**src/rtl/tdm_demux_1x8.sv**
```systemverilog
// 1:8 TDM demultiplexer: collects an 8-slot serial frame, qualified by en and aligned by sof,
// and presents it on registered parallel outputs with frame_valid / frame_err pulses.
module tdm_demux_1x8 (
    input  logic clk,
    input  logic rst,
    input  logic din,
    input  logic sof,
    input  logic en,
    output logic o0,
    output logic o1,
    output logic o2,
    output logic o3,
    output logic o4,
    output logic o5,
    output logic o6,
    output logic o7,
    output logic s0,
    output logic s1,
    output logic s2,
    output logic frame_valid,
    output logic frame_err
);

    typedef enum logic [0:0] {
        StIdle,
        StRecv
    } state_e;

    state_e      state_q;
    logic [2:0]  slot_q;
    logic [7:0]  shadow_q;
    logic [7:0]  out_q;
    logic        valid_q;
    logic        err_q;

    always_ff @(posedge clk) begin
        if (rst) begin
            state_q  <= StIdle;
            slot_q   <= 3'd0;
            shadow_q <= 8'h00;
            out_q    <= 8'h00;
            valid_q  <= 1'b0;
            err_q    <= 1'b0;
        end else begin
            valid_q <= 1'b0;
            err_q   <= 1'b0;
            if (en) begin
                unique case (state_q)
                    StIdle: begin
                        if (sof) begin
                            shadow_q <= {7'b0, din};
                            slot_q   <= 3'd1;
                            state_q  <= StRecv;
                        end
                    end
                    StRecv: begin
                        // A sof inside a frame aborts it and restarts at slot 0 with this bit.
                        if (sof) begin
                            shadow_q <= {7'b0, din};
                            slot_q   <= 3'd1;
                            err_q    <= 1'b1;
                        end else if (slot_q == 3'd7) begin
                            out_q   <= {din, shadow_q[6:0]};
                            valid_q <= 1'b1;
                            slot_q  <= 3'd0;
                            state_q <= StIdle;
                        end else begin
                            shadow_q[slot_q] <= din;
                            slot_q           <= slot_q + 3'd1;
                        end
                    end
                    default: state_q <= StIdle;
                endcase
            end
        end
    end

    assign o0 = out_q[0];
    assign o1 = out_q[1];
    assign o2 = out_q[2];
    assign o3 = out_q[3];
    assign o4 = out_q[4];
    assign o5 = out_q[5];
    assign o6 = out_q[6];
    assign o7 = out_q[7];

    assign s0 = slot_q[0];
    assign s1 = slot_q[1];
    assign s2 = slot_q[2];

    assign frame_valid = valid_q;
    assign frame_err   = err_q;

endmodule
```
**config.mk**
```make
export PLATFORM = sky130hd
export DESIGN_NAME = tdm_demux_1x8
export DESIGN_NICKNAME = d
export VERILOG_FILES = /design/src/rtl/tdm_demux_1x8.sv
export SDC_FILE = /design/constraint.sdc
export NUM_CORES = 1
export LEC_CHECK = 0
export ABC_CLOCK_PERIOD_IN_PS = 2500
export CAP_MARGIN = 20
export CORE_AREA = 2 2 45 47
export DETAILED_ROUTE_END_ITERATION = 8
export DIE_AREA = 0 0 47 49
export PLACE_DENSITY = 0.79
export SYNTH_ARGS = -nofsm -noshare
export SYNTH_HDL_FRONTEND = slang
export SYNTH_SLANG_ARGS = --single-unit
```
**constraint.sdc**
```tcl
create_clock -name clk -period 2.5 [get_ports clk]
set_clock_uncertainty 0.05 [all_clocks]
set_input_delay 0.5 -clock clk [delete_from_list [all_inputs] [get_ports clk]]
set_output_delay 0.5 -clock clk [all_outputs]
set_load 0.01 [all_outputs]
```
* Word-level counts from Yosys, hierarchy flattened *
Cells that the tools add are included.

operators by class
  muxes and demuxes = 16
  bitwise operators = 3
  reductions and logical operators = 6
  order comparisons = 2
  add/sub/neg operators = 1
  equal/unequal tests = 3

operator list
  cell                   number
  $mux W8                3
  $pmux W8 S2            1
  $mux W3                3
  $bwmux W8              1
  $pmux W3 S2            1
  $mux W1                5
  $lt A3 B4 Y1 const B   1
  $reduce_and A4 Y1      1
  $reduce_or A4 Y1       1
  $add A3 B1 Y3 const B  1
  $demux W1 S3           1
  $eq A3 B3 Y1 const B   1
  $ge A3 B1 Y1 const B   1
  $ne A3 B3 Y1 const B   1
  $not A1 Y1             3
  $reduce_and A3 Y1      1
  $reduce_or A3 Y1       1
  $ne A2 B2 Y1 const B   1
  $pmux W1 S2            1
  $reduce_and A2 Y1      1
  $logic_and A1 B1 Y1    1

word-level totals
  register bits after elaboration = 22
  output and inout bits = 13
  bits of input ports = 5
  logic and storage cells = 37

* Logic depth before layout (Yosys ltp) *
Gate-level depths: netlist of the first run.

  depth after elaboration = 8
  mapped depth = 6
  depth with buffers taken out = 6

* Worst setup path before layout of the first run *
No wires, ideal clock.

  kind = reg2reg
  start point = register slot_q[1]
  end point = register shadow_q[0]
  slack = 846 ps
  path buffers = 0
  arrival time = 1476 ps
  library setup time = 128 ps
  clock period less this slack = 1654 ps
  stages on the path, launching flop included = 7
  required time = 2322 ps
  cells stage by stage = dfxtp_1 > ha_1 > ha_1 > and2b_1 > o221ai_1 > mux2i_1 > nor2_1

on the way
  longest elaborated chain between the ends = 8
  elaborated cells between the ends (all ways) = 12
  those cells by class = order compare: 2; eq/ne: 2; mux: 6; reduce/logical: 2

ends and longest elaborated chain
  element                                                                    line  text
  start, declared                                                            30    logic [2:0] slot_q;
  start signal, assigned                                                     69    slot_q <= slot_q + 3'd1;
  $lt A3 B4 Y1 (not written as such) / $ge A3 B1 Y1 (equally long branches)  68    shadow_q[slot_q] <= din;
  $logic_and A1 B1 Y1 (not written as such)                                  68
  $mux W1 (not written as such)                                              68
  $demux W1 S3                                                               68
  $bwmux W8                                                                  68
  $mux W8                                                                    62    end else if (slot_q == 3'd7) begin
  $mux W8                                                                    58    if (sof) begin
  $pmux W8 S2                                                                48    unique case (state_q)
  end signal, assigned                                                       51    shadow_q <= {7'b0, din};
  end signal, assigned                                                       59    shadow_q <= {7'b0, din};
  end signal, assigned by index                                              68
  end, declared                                                              31    logic [7:0] shadow_q;

Parallel ways exist; a longest one is shown, timed or not. The select of a mux whose other input is x is not followed.
A chain may end at the register's enable or synchronous reset.

* Final worst setup path of the first run *
  start point = register slot_q[0]
  end point = output port s0

RTL lines
  element        line  text
  end, declared  17    output logic s0,

No word-level cell between the ends.

==> results of run 1 <==
==> worst max path at each step <==
stage	endpoint	cells after the start	slack (ps)
detailed placement	out_q[2]	5	440
global placement	shadow_q[0]	5	490
finish	s0	1	480
global route	s0	1	400
CTS	s0	1	470
floorplan	shadow_q[0]	6	850
==> registers in the layout (all words and copies together) (netlist names) <==
signal       flops
frame_err        1
frame_valid      1
out_q            8
shadow_q         7
slot_q           3
state_q          1
==> routing by layer <==
layer	routed length (microns)	share of wire, %
met2	990	51
met5	0	0
met3	100	5.2
met4	34	1.8
met1	797	41
==> metrics by stage <==
stage | total power, mW | std cells | hold slack (ps)
5_1_grt | 0.577 | 154 | 431
3_3_place_gp | 0.396 | 150 | 392
3_5_place_dp | 0.397 | 150 | 398
2_1_floorplan | 0.380 | 110 | 378
6_report | 0.552 | 154 | 415
4_1_cts | 0.561 | 154 | 416
==> power by group <==
part / internal (mW) / switching [mW]
clock: 0.0598 / 0.103
sequential: 0.338 / 0.00636
combinational: 0.0219 / 0.0228
==> layout make-up <==
class	instances	area share, %
repair buffers	19	16.3
inverters	1	0.330
clock inverters	1	0.440
clock buffers	3	1.98
flip-flops and latches	21	36.9
well taps	27	2.97
multi-input cells	82	41.1
==> logic make-up after synthesis <==
kind of cell | count (synthesis) | synth area share, %
adders and majority gates | 3 | 4.05
AOI/OAI and AO/OA | 32 | 20.4
DFF | 21 | 45.3
muxes | 1 | 1.08
buffers and inverters | 7 | 4.18
and+or+nand+nor | 46 | 25.0
==> worst register-to-register path: cells and delay by family (launching register included) <==
family | cells | cell delay [ps]
compound gates | 3 | 560
fa+ha+maj | 2 | 430
flops | 1 | 550
simple gates | 1 | 220
==> synthesized netlist by cell type <==
library cell	n	area share, %
a32oi_1	1	0.94
nor3b_1	2	1.6
clkbuf_1	3	1.2
o2111ai_1	1	0.94
o32ai_1	3	2.8
and2b_2	1	0.94
inv_1	1	0.40
nor2b_1	2	1.3
and3b_1	1	0.94
nand3b_1	1	0.81
o221ai_1	1	0.94
a22oi_1	1	0.81
nand4b_1	1	0.94
nor4_1	1	0.68
o21ai_0	5	2.7
buf_2	1	0.54
nand2b_1	7	4.7
a21oi_1	19	10
nor2_1	5	2.0
buf_6	1	1.2
and2_1	1	0.68
mux2i_1	1	1.1
dfxtp_1	21	45
buf_4	1	0.81
and2b_1	1	0.81
nor3_1	1	0.54
nand2_1	22	8.9
ha_1	3	4.0
o21ai_2	1	0.94
==> out/qor.yml, run 1 <==
status: "finished, final reports clean"
synth_warnings: 0
critical_path_buf_inv_count: 1
die_width_microns: 47
stdcell_area_sq_um: 1140
grt_first_pass_wirelength_microns: 3120
critPathKind: "reg -> out"
vias: 818
r2r_end: "shadow_q[1]"
use_met1_pct: 21.4
crit_path_start_kind: "flop"
routabilityCongestion: 0.841
antenna_found_initial: 0
remaining_drc_errors: 0
clock-root-buffer: "clkbuf_4"
hold_end: "out_q[0]"
die_area_sq_um: 2300
cp_top_family: "buffers and inverters"
start_util_pct: 50.3
synth_nets: 118
hold_violations: 0
critical_path_arrival_ps: 1470
crit_path_top_delay_cell: "clkdlybuf4s50_1"
area_delta_synth_final_pct: 22.8
place_ws_ps: 438
fmax_mhz: 496
fp.dieH_microns: 49
overflow: 0
cts_tree: "yes"
top_usage_layer: "met2"
clock_latency_ps: 310
tightest_slew_ps: 416
detail-route-antenna-nets: 0
path_cells: "clkdlybuf4s50_1"
timing.slew.headroom_pct: 72.1
clock_sinks: 21
first_iter_violations: 12
diodes: 0
cts_resized: 0
seq_area_sq_um: 420
netlist_area_sq_um: 927
coreArea_sq_um: 1840
wl_microns: 1920
reg2reg_setup_slack_ps: 640
synth_cell_types: 29
placed_area_sq_um: 1110
grt_use_met2_pct: 30.6
portBuffers: 17
rows: 16
crit_fanout: 12
worstHoldStart: "shadow_q[0]"
detail_route.vias_per_cell: 5.31
holdPathStages: 2
setup_viol: 0
mostFrequentLayoutCells: "nand2_1 (22), dfxtp_1 (21), a21oi_1 (19)"
drive_above_1_share_pct: 6.30
critPathMaxStageDelay_ps: 610
multiInputGateArea_sq_um: 468
fillCellCount: 190
syn_inst: 110
r2r-start: "slot_q[0]"
dp_hpwl_microns: 1430
drv_slew: 0
tns_ps: 0
mostFrequentLayoutCell: "nand2_1"
grtUsageTotal_pct: 18.5
p_leak_nw: 0.396
met3_usage_pct: 4.81
cp-startpoint: "slot_q[0]"
numCtsBuffers: 3
r2r_cells: 6
clockBufferDepth: 2
ctsHoldBuffers: 0
setup_ws_ps: 484
p_per_area_nw_per_um2: 485
htreeDepth: 1
holdCritPathClass: "reg -> reg"
syn_area_per_cell_sq_um: 8.43
yosysSeqAreaShare_pct: 45.3
final_nets: 136
grt_pass1_vias: 735
io_pins: 18
path_clk_slew_ps: 110
wl_per_cell_microns: 12.5
peakVddDrop_uv: 302
first_pass_iters: 4
worst_ep_required_time_ps: 1950
fin_crit_sh_pct: 80.6
synth_seq_cells: 21
post-route-util_pct: 61.8
post_cts_buffers: 0
drv_cap: 0
grt_setup_unrepaired: "no"
grt_max_degree: 14
min_period_ps: 2020
cp-end-kind: "output pin"
(Power assumes the default switching activity.)
==> run 2, diff against run 1 <==
- ABC_CLOCK_PERIOD_IN_PS: 2500 -> 1930
- CORE_AREA: 2 2 45 47 -> 2 2 47 49
- DIE_AREA: 0 0 47 49 -> 0 0 49 51
- PLACE_DENSITY: 0.79 -> 0.73
- clock period: 2.5 -> 1.93 ns (I/O delays scaled with it)
==> run 2 against run 1 <==
  * Critical path type unchanged
  * First-iteration DRC count decreased by 25%
  * Global-route usage is 0.52 points lower
  * Power rose by 32%
  * Sequential power is 28% higher
  * Clock-buffer cell count unchanged
  * Register-to-register slack got worse by 360 ps
  * Routed wire length rose by 3.8%
  * Core utilization is 4.8 points lower
  * Die area increased by 8.5%
  * Largest cell class unchanged
  * Setup slack worse by 420 ps
  * Non-clock buffer count increased by 5
  * Via count up 1.1%
==> out/qor.yml, run 2 (synthesis gave the netlist of run 1 again) <==
dp_cells: 156
fp.dieH_microns: 51
antenna_found_initial: 0
mostFrequentLayoutCells: "nand2_1 (22), dfxtp_1 (21), a21oi_1 (19)"
crit_path_start_kind: "flop"
clockBufferDepth: 2
wl_microns: 2000
io_pins: 18
clock_latency_ps: 310
remaining_drc_errors: 0
seq_area_sq_um: 420
tns_ps: 0
fillCellCount: 200
die_area_sq_um: 2500
worst_ep_required_time_ps: 1490
cts_resized: 0
coreArea_sq_um: 2060
vias: 827
fin_crit_sh_pct: 96.9
path_clk_slew_ps: 110
wl_per_cell_microns: 12.5
critical_path_arrival_ps: 1430
first_iter_violations: 9
drive_above_1_share_pct: 9.85
critPathKind: "reg -> out"
cp-end-kind: "output pin"
final_nets: 141
ctsHoldBuffers: 0
routabilityCongestion: 0.869
post_cts_buffers: 0
area_delta_synth_final_pct: 27.0
regMostFlops: "out_q"
grtUsageTotal_pct: 18.0
critical_path_buf_inv_count: 1
first_pass_iters: 4
status: "finished, final reports clean"
timing.slew.headroom_pct: 69.6
stdcell_area_sq_um: 1180
placed_area_sq_um: 1150
fmax_mhz: 535
peakVddDrop_uv: 425
stdcell_count: 160
grt_first_pass_wirelength_microns: 3350
largest_registers: "out_q: 8 flops, shadow_q: 7 flops, slot_q: 3 flops"
grt_max_degree: 15
p_per_area_nw_per_um2: 618
diodes: 0
detail-route-antenna-nets: 0
rows: 17
holdCritPathClass: "reg -> reg"
crit_fanout: 9
min_period_ps: 1870
drv_cap: 0
hold_violations: 0
portBuffers: 17
mostFrequentLayoutCell: "nand2_1"
critPathMaxStageDelay_ps: 600
grt_pass1_vias: 792
overflow: 0
cp_top_family: "buffers and inverters"
cts_tree: "yes"
place_ws_ps: 78.4
clock_sinks: 21
dp_hpwl_microns: 1500
setup_viol: 0
die_width_microns: 49
p_leak_nw: 0.421
clock-root-buffer: "clkbuf_4"
htreeDepth: 1
path_cells: "clkdlybuf4s50_1"
detail_route.vias_per_cell: 5.17
multiInputGateArea_sq_um: 468
largest_register_ffs: 8
setup_ws_ps: 60.7
drv_slew: 0
grt_setup_unrepaired: "no"
hold_ws_ps: 407
start_util_pct: 44.9
crit_path_top_delay_cell: "clkdlybuf4s50_1"
tightest_slew_ps: 455
numCtsBuffers: 3
run 2: per-stage QoR:
stage          total power [mW]  util [%]
6_report                  0.728      57.1
2_1_floorplan             0.493         -
4_1_cts                   0.736      57.1
3_3_place_gp              0.521      55.7
3_5_place_dp              0.522      55.7
5_1_grt                   0.760      57.1
run 2: metal layers:
| metal | part of all wire, % | track usage (%) | up-vias |
|---|---|---|---|
| met5 | 0 | 0 | - |
| met2 | 51 | 32.4 | 18 |
| met1 | 43 | 19.4 | 373 |
| met3 | 3.4 | 2.92 | 6 |
| met4 | 2.4 | 12.4 | 0 |
| li1 | - | - | 430 |
run 2: final timing paths:
check	startpoint	endpoint	slack [ps]	cells after the start
worst max-delay path	slot_q[2]	s2	60	1
worst min-delay path	shadow_q[0]	out_q[0]	410	2
worst max register to register	slot_q[0]	shadow_q[4]	280	5
worst min register to register	shadow_q[0]	out_q[0]	410	2
run 2: where the power goes:
part | switching, mW | internal, mW
Combinational | 0.0359 | 0.0343
Sequential | 0.00423 | 0.438
Clock | 0.138 | 0.0774
run 2: layout make-up:
cell class,instances,area share [%]
clock buffer,3,1.91
clock inverter,1,0.425
inverter,1,0.319
multi-input combinational,82,39.7
sequential,21,35.7
tap,28,2.98
timing repair buffer,24,18.9
